[src/rtl/pc_fetch_unit_if.sv]
// Instruction-memory request/response channel between the fetch unit and imem.
// One request is outstanding at a time; the response is a single-cycle pulse.
interface pc_fetch_unit_if;
  logic        imem_req_valid;
  logic [31:0] imem_req_addr;
  logic        imem_req_ready;
  logic        imem_rsp_valid;
  logic [31:0] imem_rsp_data;

  // Fetch unit side
  modport master (
    output imem_req_valid,
    output imem_req_addr,
    input  imem_req_ready,
    input  imem_rsp_valid,
    input  imem_rsp_data
  );

  // Instruction memory side
  modport slave (
    input  imem_req_valid,
    input  imem_req_addr,
    output imem_req_ready,
    output imem_rsp_valid,
    output imem_rsp_data
  );
endinterface

[src/rtl/pc_fetch_unit.sv]
// Program counter and instruction-fetch sequencer for the rv32i core.
// Fetches one instruction at pc, presents it to decode and holds it until the
// core retires it, then advances pc to the sequential, branch/JAL or JALR target.
// Targets that are not word aligned redirect to TRAP_VEC with a one-cycle flag.
module pc_fetch_unit #(
  parameter logic [31:0] RESET_PC = 32'h0000_0000,
  parameter logic [31:0] TRAP_VEC = 32'h0000_0010
) (
  input  logic             clk,
  input  logic             rst,
  pc_fetch_unit_if.master  imem,
  output logic             instr_valid,
  output logic [31:0]      instr,
  output logic [31:0]      instr_pc,
  output logic [31:0]      pc_plus4,
  input  logic             pc_update,
  input  logic             rel_jump,
  input  logic [31:0]      rel_offset,
  input  logic             jalr_en,
  input  logic [31:0]      jalr_base,
  input  logic [31:0]      jalr_imm,
  output logic             misaligned_trap
);

  typedef enum logic [1:0] {
    S_IDLE,
    S_REQ,
    S_WAIT,
    S_HOLD
  } state_e;

  state_e      state_q, state_d;
  logic [31:0] pc_q, pc_d;
  logic [31:0] instr_q, instr_d;
  logic        trap_q, trap_d;

  logic [31:0] jalr_sum;
  logic [31:0] target;
  logic        target_misaligned;

  // Select the retire target; JALR wins over a relative jump, all adds wrap.
  always_comb begin
    jalr_sum = jalr_base + jalr_imm;
    if (jalr_en) begin
      target = jalr_sum & ~32'h0000_0001;
    end else if (rel_jump) begin
      target = pc_q + rel_offset;
    end else begin
      target = pc_q + 32'd4;
    end
    target_misaligned = (target[1:0] != 2'b00);
  end

  // State register and datapath flops with synchronous active-high reset.
  // NOTE: sequential state uses non-blocking assignments only, so every flop
  // samples the values computed before this edge regardless of statement order.
  always_ff @(posedge clk) begin
    if (rst) begin
      state_q <= S_IDLE;
      pc_q    <= RESET_PC;
      instr_q <= '0;
      trap_q  <= 1'b0;
    end else begin
      state_q <= state_d;
      pc_q    <= pc_d;
      instr_q <= instr_d;
      trap_q  <= trap_d;
    end
  end

  // Next-state and next-datapath logic for the fetch sequencer.
  // NOTE: every variable gets a default before the case so no path leaves it
  // unassigned, which would otherwise infer a latch.
  always_comb begin
    state_d = state_q;
    pc_d    = pc_q;
    instr_d = instr_q;
    trap_d  = 1'b0;
    unique case (state_q)
      S_IDLE: state_d = S_REQ;
      S_REQ: begin
        if (imem.imem_req_ready) begin
          state_d = S_WAIT;
        end
      end
      S_WAIT: begin
        if (imem.imem_rsp_valid) begin
          state_d = S_HOLD;
          instr_d = imem.imem_rsp_data;
        end
      end
      S_HOLD: begin
        if (pc_update) begin
          state_d = S_REQ;
          if (target_misaligned) begin
            pc_d   = TRAP_VEC;
            trap_d = 1'b1;
          end else begin
            pc_d   = target;
          end
        end
      end
      default: state_d = S_IDLE;
    endcase
  end

  // Outputs decoded from the current state and registered datapath.
  always_comb begin
    imem.imem_req_valid = (state_q == S_REQ);
    imem.imem_req_addr  = pc_q;
    instr_valid         = (state_q == S_HOLD);
    instr               = instr_q;
    instr_pc            = pc_q;
    pc_plus4            = pc_q + 32'd4;
    misaligned_trap     = trap_q;
  end

endmodule
[src/flat_wrapper.sv]
// flat-port wrapper written by rule: the top's interface ports become plain ports
module pc_fetch_unit_flat 
#(
  parameter logic [31:0] RESET_PC = 32'h0000_0000,
  parameter logic [31:0] TRAP_VEC = 32'h0000_0010
)
  (clk, rst, instr_valid, instr, instr_pc, pc_plus4, pc_update, rel_jump, rel_offset, jalr_en, jalr_base, jalr_imm, misaligned_trap, imem_imem_req_valid, imem_imem_req_addr, imem_imem_req_ready, imem_imem_rsp_valid, imem_imem_rsp_data);
  pc_fetch_unit_if imem_i ();
  input  logic clk;
  input  logic rst;
  output logic instr_valid;
  output logic [31:0] instr;
  output logic [31:0] instr_pc;
  output logic [31:0] pc_plus4;
  input  logic pc_update;
  input  logic rel_jump;
  input  logic [31:0] rel_offset;
  input  logic jalr_en;
  input  logic [31:0] jalr_base;
  input  logic [31:0] jalr_imm;
  output logic misaligned_trap;
  output wire logic [$bits(imem_i.imem_req_valid)-1:0] imem_imem_req_valid;
  output wire logic [$bits(imem_i.imem_req_addr)-1:0] imem_imem_req_addr;
  input wire logic [$bits(imem_i.imem_req_ready)-1:0] imem_imem_req_ready;
  input wire logic [$bits(imem_i.imem_rsp_valid)-1:0] imem_imem_rsp_valid;
  input wire logic [$bits(imem_i.imem_rsp_data)-1:0] imem_imem_rsp_data;
  assign imem_imem_req_valid = imem_i.imem_req_valid;
  assign imem_imem_req_addr = imem_i.imem_req_addr;
  assign imem_i.imem_req_ready = imem_imem_req_ready;
  assign imem_i.imem_rsp_valid = imem_imem_rsp_valid;
  assign imem_i.imem_rsp_data = imem_imem_rsp_data;
  pc_fetch_unit #(.RESET_PC(RESET_PC), .TRAP_VEC(TRAP_VEC)) u_core (.clk(clk), .rst(rst), .imem(imem_i), .instr_valid(instr_valid), .instr(instr), .instr_pc(instr_pc), .pc_plus4(pc_plus4), .pc_update(pc_update), .rel_jump(rel_jump), .rel_offset(rel_offset), .jalr_en(jalr_en), .jalr_base(jalr_base), .jalr_imm(jalr_imm), .misaligned_trap(misaligned_trap));
endmodule
[config.mk]
export PLATFORM = sky130hd
export DESIGN_NAME = pc_fetch_unit_flat
export DESIGN_NICKNAME = d
export VERILOG_FILES = /design/src/rtl/pc_fetch_unit_if.sv /design/src/rtl/pc_fetch_unit.sv /design/src/flat_wrapper.sv
export SDC_FILE = /design/constraint.sdc
export NUM_CORES = 1
export LEC_CHECK = 0
export BUFFER_PORTS_ARGS = -buffer_cell sky130_fd_sc_hd__buf_2
export CAP_MARGIN = 20
export CORE_MARGIN = 2
export CORE_UTILIZATION = 46
export CTS_CLUSTER_DIAMETER = 120
export DETAILED_ROUTE_END_ITERATION = 8
export PLACE_DENSITY_LB_ADDON = 0.15
export SLEW_MARGIN = 20
export SYNTH_ARGS = -nofsm -noshare
export SYNTH_HDL_FRONTEND = slang
export SYNTH_SLANG_ARGS = --single-unit
[constraint.sdc]
create_clock -name clk -period 2.8 [get_ports clk]
set_input_delay 0.28 -clock clk [delete_from_list [all_inputs] [get_ports clk]]
set_output_delay 0.28 -clock clk [all_outputs]
set_load 0.01 [all_outputs]
* Word level (Yosys, flattened, before mapping)
Index checks and enable logic that the tools add are counted. W data, S select, Z words.
Storage, ports and cells: word-level logic and storage cells 29, memories 0, flip-flop bits (word level) 67, bits of input ports 135, bits in writable memories 0, output and inout port bits 131, bits in read-only memories 0, latch bits 0
Operators by class: equality and inequality tests 6, add/sub/neg operators 3, multipliers 0, magnitude comparators 0, reduce and logical (&&, ||, !) cells 6, shift operators 0, bitwise operators 2, mux-type cells 8, divide/modulo/power cells 0
Operator list (count):
- $mux W32 | 3
- $add A32 B32 Y32 | 2
- $add A32 B3 Y32 const B | 1
- $pmux W2 S4 | 1
- $mux W2 | 3
- $eq A2 B2 Y1 const B | 2
- $ne A2 B1 Y1 const B | 2
- $reduce_and A2 Y1 | 2
- $reduce_and A3 Y1 | 1
- $reduce_or A3 Y1 | 1
- $eq A2 B1 Y1 const B | 1
- $logic_not A2 Y1 | 1
- $ne A2 B2 Y1 const B | 1
- $not A1 Y1 | 2
- $reduce_bool A2 Y1 | 1
- $mux W1 | 1

* Depth between registers and ports, before layout
word-level depth 5, gate-level depth with buffers 11, depth with buffers taken out 10

* Worst setup path before layout
No wires, ideal clock.
path type register to register, start reg u_core.pc_q[0] (netlist: u_core.imem.imem_req_addr[0]), end reg u_core.pc_q[28] (netlist: u_core.imem.imem_req_addr[28]), setup time 122 ps, setup slack 49 ps, cell stages (with the launch flop) 11, data arrival time 2630 ps, clock period less this slack 2751 ps, data required time 2678 ps, buffers on the path 0, path through dfxtp_1 -> ha_1 -> fa_1 -> a211oi_2 -> o21ai_2 -> a221oi_2 -> o21ai_1 -> a31o_1 -> a21oi_2 -> xnor2_1 -> a221o_1
On the way: longest elaborated chain between the ends 5, elaborated cells between the ends (all ways) 6, classes of those cells add/sub: 2; mux: 3; reduce/logical: 1
Ends and longest elaborated chain:
- from (decl) | line pc_fetch_unit.sv:33 | logic [31:0] pc_q, pc_d;
- from (signal assigned) | line pc_fetch_unit.sv:65 | pc_q <= pc_d;
- $add A32 B3 Y32 / $add A32 B32 Y32 (equally long branches) | line pc_fetch_unit.sv:49, pc_fetch_unit.sv:47
- $mux W32 * | line pc_fetch_unit.sv:46 | end else if (rel_jump) begin
- $mux W32 * | line pc_fetch_unit.sv:44 | if (jalr_en) begin
- $reduce_bool A2 Y1 | line pc_fetch_unit.sv:51 | target_misaligned = (target[1:0] != 2'b00);
- $mux W32 * | line pc_fetch_unit.sv:95 | if (target_misaligned) begin
Mark *: on every way between the ends. The rest lies on a longest branch, timed or not. A chain may end at the register's enable or synchronous reset.

* Worst setup path in the final report
start reg u_core.pc_q[0] (netlist: u_core.imem.imem_req_addr[0]), end reg u_core.pc_q[30] (netlist: u_core.imem.imem_req_addr[30])
Same word-level chain as after synthesis.

==> flow_metrics.py <==
metrics = {
    "die": {
        "io_pins": 266,
        "row_count": 45,
        "initial_utilization_pct": 46.9,
        "core_mm2": 0.0151,
        "die_x_um": 128,
        "fp.dieH_um": 128,
        "dieArea_mm2": 0.0165,
    },
    "outcome": {
        "status": "completed",
    },
    "min_path": {
        "worst_hold_path.num_cells": 3,
        "hold_path.class": "in2reg",
        "hold_start": "imem_imem_rsp_data[22]",
        "hold_end": "u_core.instr[22]",
    },
    "critical_path": {
        "cp_max_fo": 3,
        "reg2reg_depth": 10,
        "worstReg2RegEnd": "u_core.imem.imem_req_addr[30]",
        "critPathRequiredTime_ns": 3.03,
        "r2r_slack_ns": 0.07,
        "worst_ep_arrival_time_ns": 2.97,
        "end_kind": "register",
        "r2r_start": "u_core.imem.imem_req_addr[0]",
        "crit_path_start_kind": "register",
        "crit_type": "reg2reg",
    },
    "synthesis": {
        "syn_inst": 962,
        "yosys_warnings": 0,
        "ys_async_sr_fraction_pct": 0,
        "syn_area_mm2": 0.00711,
        "synthFlopType": "dfxtp_1",
        "ys_seq_area_share_pct": 18.9,
        "synth-edff-count": 0,
        "synth.distinct_cells": 80,
        "synth_nets": 1165,
        "synth-seq-cells": 67,
        "syn_avg_cell_area_um2": 7.39,
    },
    "final_layout": {
        "syn_to_final_growth_pct": 29.1,
        "final_cell_mix": "265 x buf_2, 144 x nand2_1, 107 x a21oi_1",
        "fin_nets": 1440,
        "final_common_cell": "buf_2",
        "drive_above_1_share_pct": 31.6,
        "nFillCells": 1485,
    },
    "power": {
        "ir_worst_vdd_v": 0.000298,
        "powerDensity_mw_per_mm2": 402,
        "power_mw": 3.69,
        "leakagePower_nw": 4.42,
    },
    "clocking": {
        "clkTransAtPathRegs_ns": 0.07,
        "cts_tree": "done",
        "cts.sinks": 67,
        "numCtsBuffers": 9,
        "clk_path_buf_depth": 2,
        "root_buffer": "clkbuf_16",
        "insertion_delay_ns": 0.34,
        "h-tree-depth": 3,
        "post_cts_buffers": 0,
    },
    "detailed_routing": {
        "wl_met3_um": 2260,
        "wl_met2_um": 11300,
        "routed.top_layer": "met4",
        "vias_per_cell": 5.72,
        "wl_per_cell_um": 17.4,
        "finalWirelength_um": 24900,
        "vias": 8187,
        "wl_met1_um": 10700,
        "drc": 0,
        "drtIter0Drc": 634,
        "dr.pass1.iters": 7,
        "antenna_left": 0,
    },
    "place": {
        "gp_congestion": 0.981,
        "port_buffers": 265,
        "place_hpwl_um": 20100,
    },
    "timing": {
        "slew_viol_final": 0,
        "slew_headroom_pct": 44.3,
        "clock.fmax_mhz": 366,
        "setup_violations": 0,
        "clock_skew_ns": 0.00794,
        "tightest_slew_ns": 0.833,
        "period_minus_slack_ns": 2.73,
        "min_period_over_period_pct": 97.6,
        "tns_ns": 0,
        "rsz0062_at_grt": "yes",
        "hold_viol": 0,
    },
    "job": {
        "cap_violations": 0,
    },
    "global_route": {
        "antenna_found_initial": 1,
        "grt_max_degree": 44,
        "grt-ovfl-total": 0,
        "track_usage_pct": 29.4,
        "grt_pass1_wl_um": 38300,
        "grt_pass1_vias": 7297,
    },
}
-- metal layers --
metal | vias up | track usage (%)
met5 | - | 0
met1 | 3722 | 40.7
met4 | 0 | 9.50
li1 | 4033 | -
met2 | 388 | 47.8
met3 | 44 | 3.30
-- critical path, cell delays in order (launching register included) --
cell and delay (ns):
dfxtp_2 0.33, ha_4 0.16, fa_2 0.39, a211oi_4 0.33, o21ai_4 0.12, a221oi_4 0.34, o211ai_2 0.14, a31oi_1 0.25
o41ai_2 0.12, xor2_1 0.15, a211o_1 0.30
-- cells by family after synthesis --
logic type,count (synthesis),share of synthesized area [%]
AO/OA/AOI/OAI,314,29.8
flip-flops,67,18.9
XOR/XNOR,71,8.85
buffers and inverters,106,7.48
multiplexers,4,0.563
adder cells (fa/ha/maj),68,12.2
AND/OR/NAND/NOR,332,22.2
-- registers in the layout (all words and copies together), names as in the netlist --
register / flops
u_core.imem.imem_req_addr: 32
u_core.misaligned_trap: 1
u_core.state_q: 2
u_core.instr: 32
-- metrics by stage --
stage	cells	utilization (%)	hold slack (ns)	cell area [µm²]	setup WS (ns)
floorplan	962	-	0.416	7110	0.0485
global placement	1413	58.1	0.439	8800	-0.0422
detailed placement	1413	58.1	0.445	8800	-0.0785
CTS	1429	60.1	0.165	9110	0.0130
global route	1431	60.6	0.172	9180	-0.0718
finish	1431	60.6	0.170	9180	0.0663
-- worst max-delay path by stage --
stage | from | end | slack [ns] | depth (start not counted)
final | u_core.imem.imem_req_addr[0] | u_core.imem.imem_req_addr[30] | 0.07 | 10
after global routing | u_core.imem.imem_req_addr[7] | u_core.imem.imem_req_addr[30] | -0.07 | 9
after CTS | u_core.imem.imem_req_addr[0] | u_core.imem.imem_req_addr[30] | 0.01 | 10
after detailed placement | rel_offset[0] | u_core.imem.imem_req_addr[30] | -0.08 | 11
after global placement | jalr_base[0] | u_core.imem.imem_req_addr[28] | -0.04 | 12
after floorplan | u_core.imem.imem_req_addr[0] | u_core.imem.imem_req_addr[28] | 0.05 | 10
-- synth_stat cells, drive strengths merged (4+ instances only) --
cell	count	share of area [%]
and3	13	1.2
nand4	14	1.4
a311oi	4	0.49
a41oi	4	0.49
inv	34	1.8
nand3	29	2.1
a22oi	5	0.53
nand2b	4	0.35
nor3	16	1.4
a221o	7	0.99
a21oi	111	7.9
or2	4	0.35
a21o	17	1.8
nor2	67	3.6
o21bai	10	1.1
a31oi	9	0.88
a211oi	22	2.5
xor2	20	2.6
a211o	9	1.1
clkbuf	35	1.8
or3	4	0.35
xnor2	51	6.3
and4	5	0.65
nand2	144	7.6
buf	37	3.8
o21a	12	1.3
ha	66	12
and2	15	1.4
mux2i	4	0.56
o31ai	6	0.77
o211ai	13	1.5
o2111ai	4	0.49
nor4	6	0.70
dfxtp	67	19
o21ai	51	3.6
nor2b	4	0.35
-- timing repair --
action	in CTS	in global routing
resized for setup	0	12
hold buffers	0	0
endpoints found under the setup margin	2	13
hold endpoints to repair	0	0
pin swaps	1	9
-- power by group --
group | total (mW) | switching [mW] | internal, mW
combinational | 1.41 | 0.823 | 0.582
sequential | 1.08 | 0.0531 | 1.03
clock | 1.20 | 0.495 | 0.705
-- cell type report --
cell class                      count  area (µm²)  share of cell area [%]
Multi-Input combinational cell    789        5290                    57.7
Tap cell                          188         235                    2.56
Antenna cell                        1        2.50                  0.0273
Timing Repair Buffer              336        1870                    20.3
Sequential cell                    67        1340                    14.6
Clock inverter                      7        85.1                   0.927
Inverter                           34         128                    1.39
Clock buffer                        9         225                    2.45
Note: power is estimated with default switching activity, not from simulation.
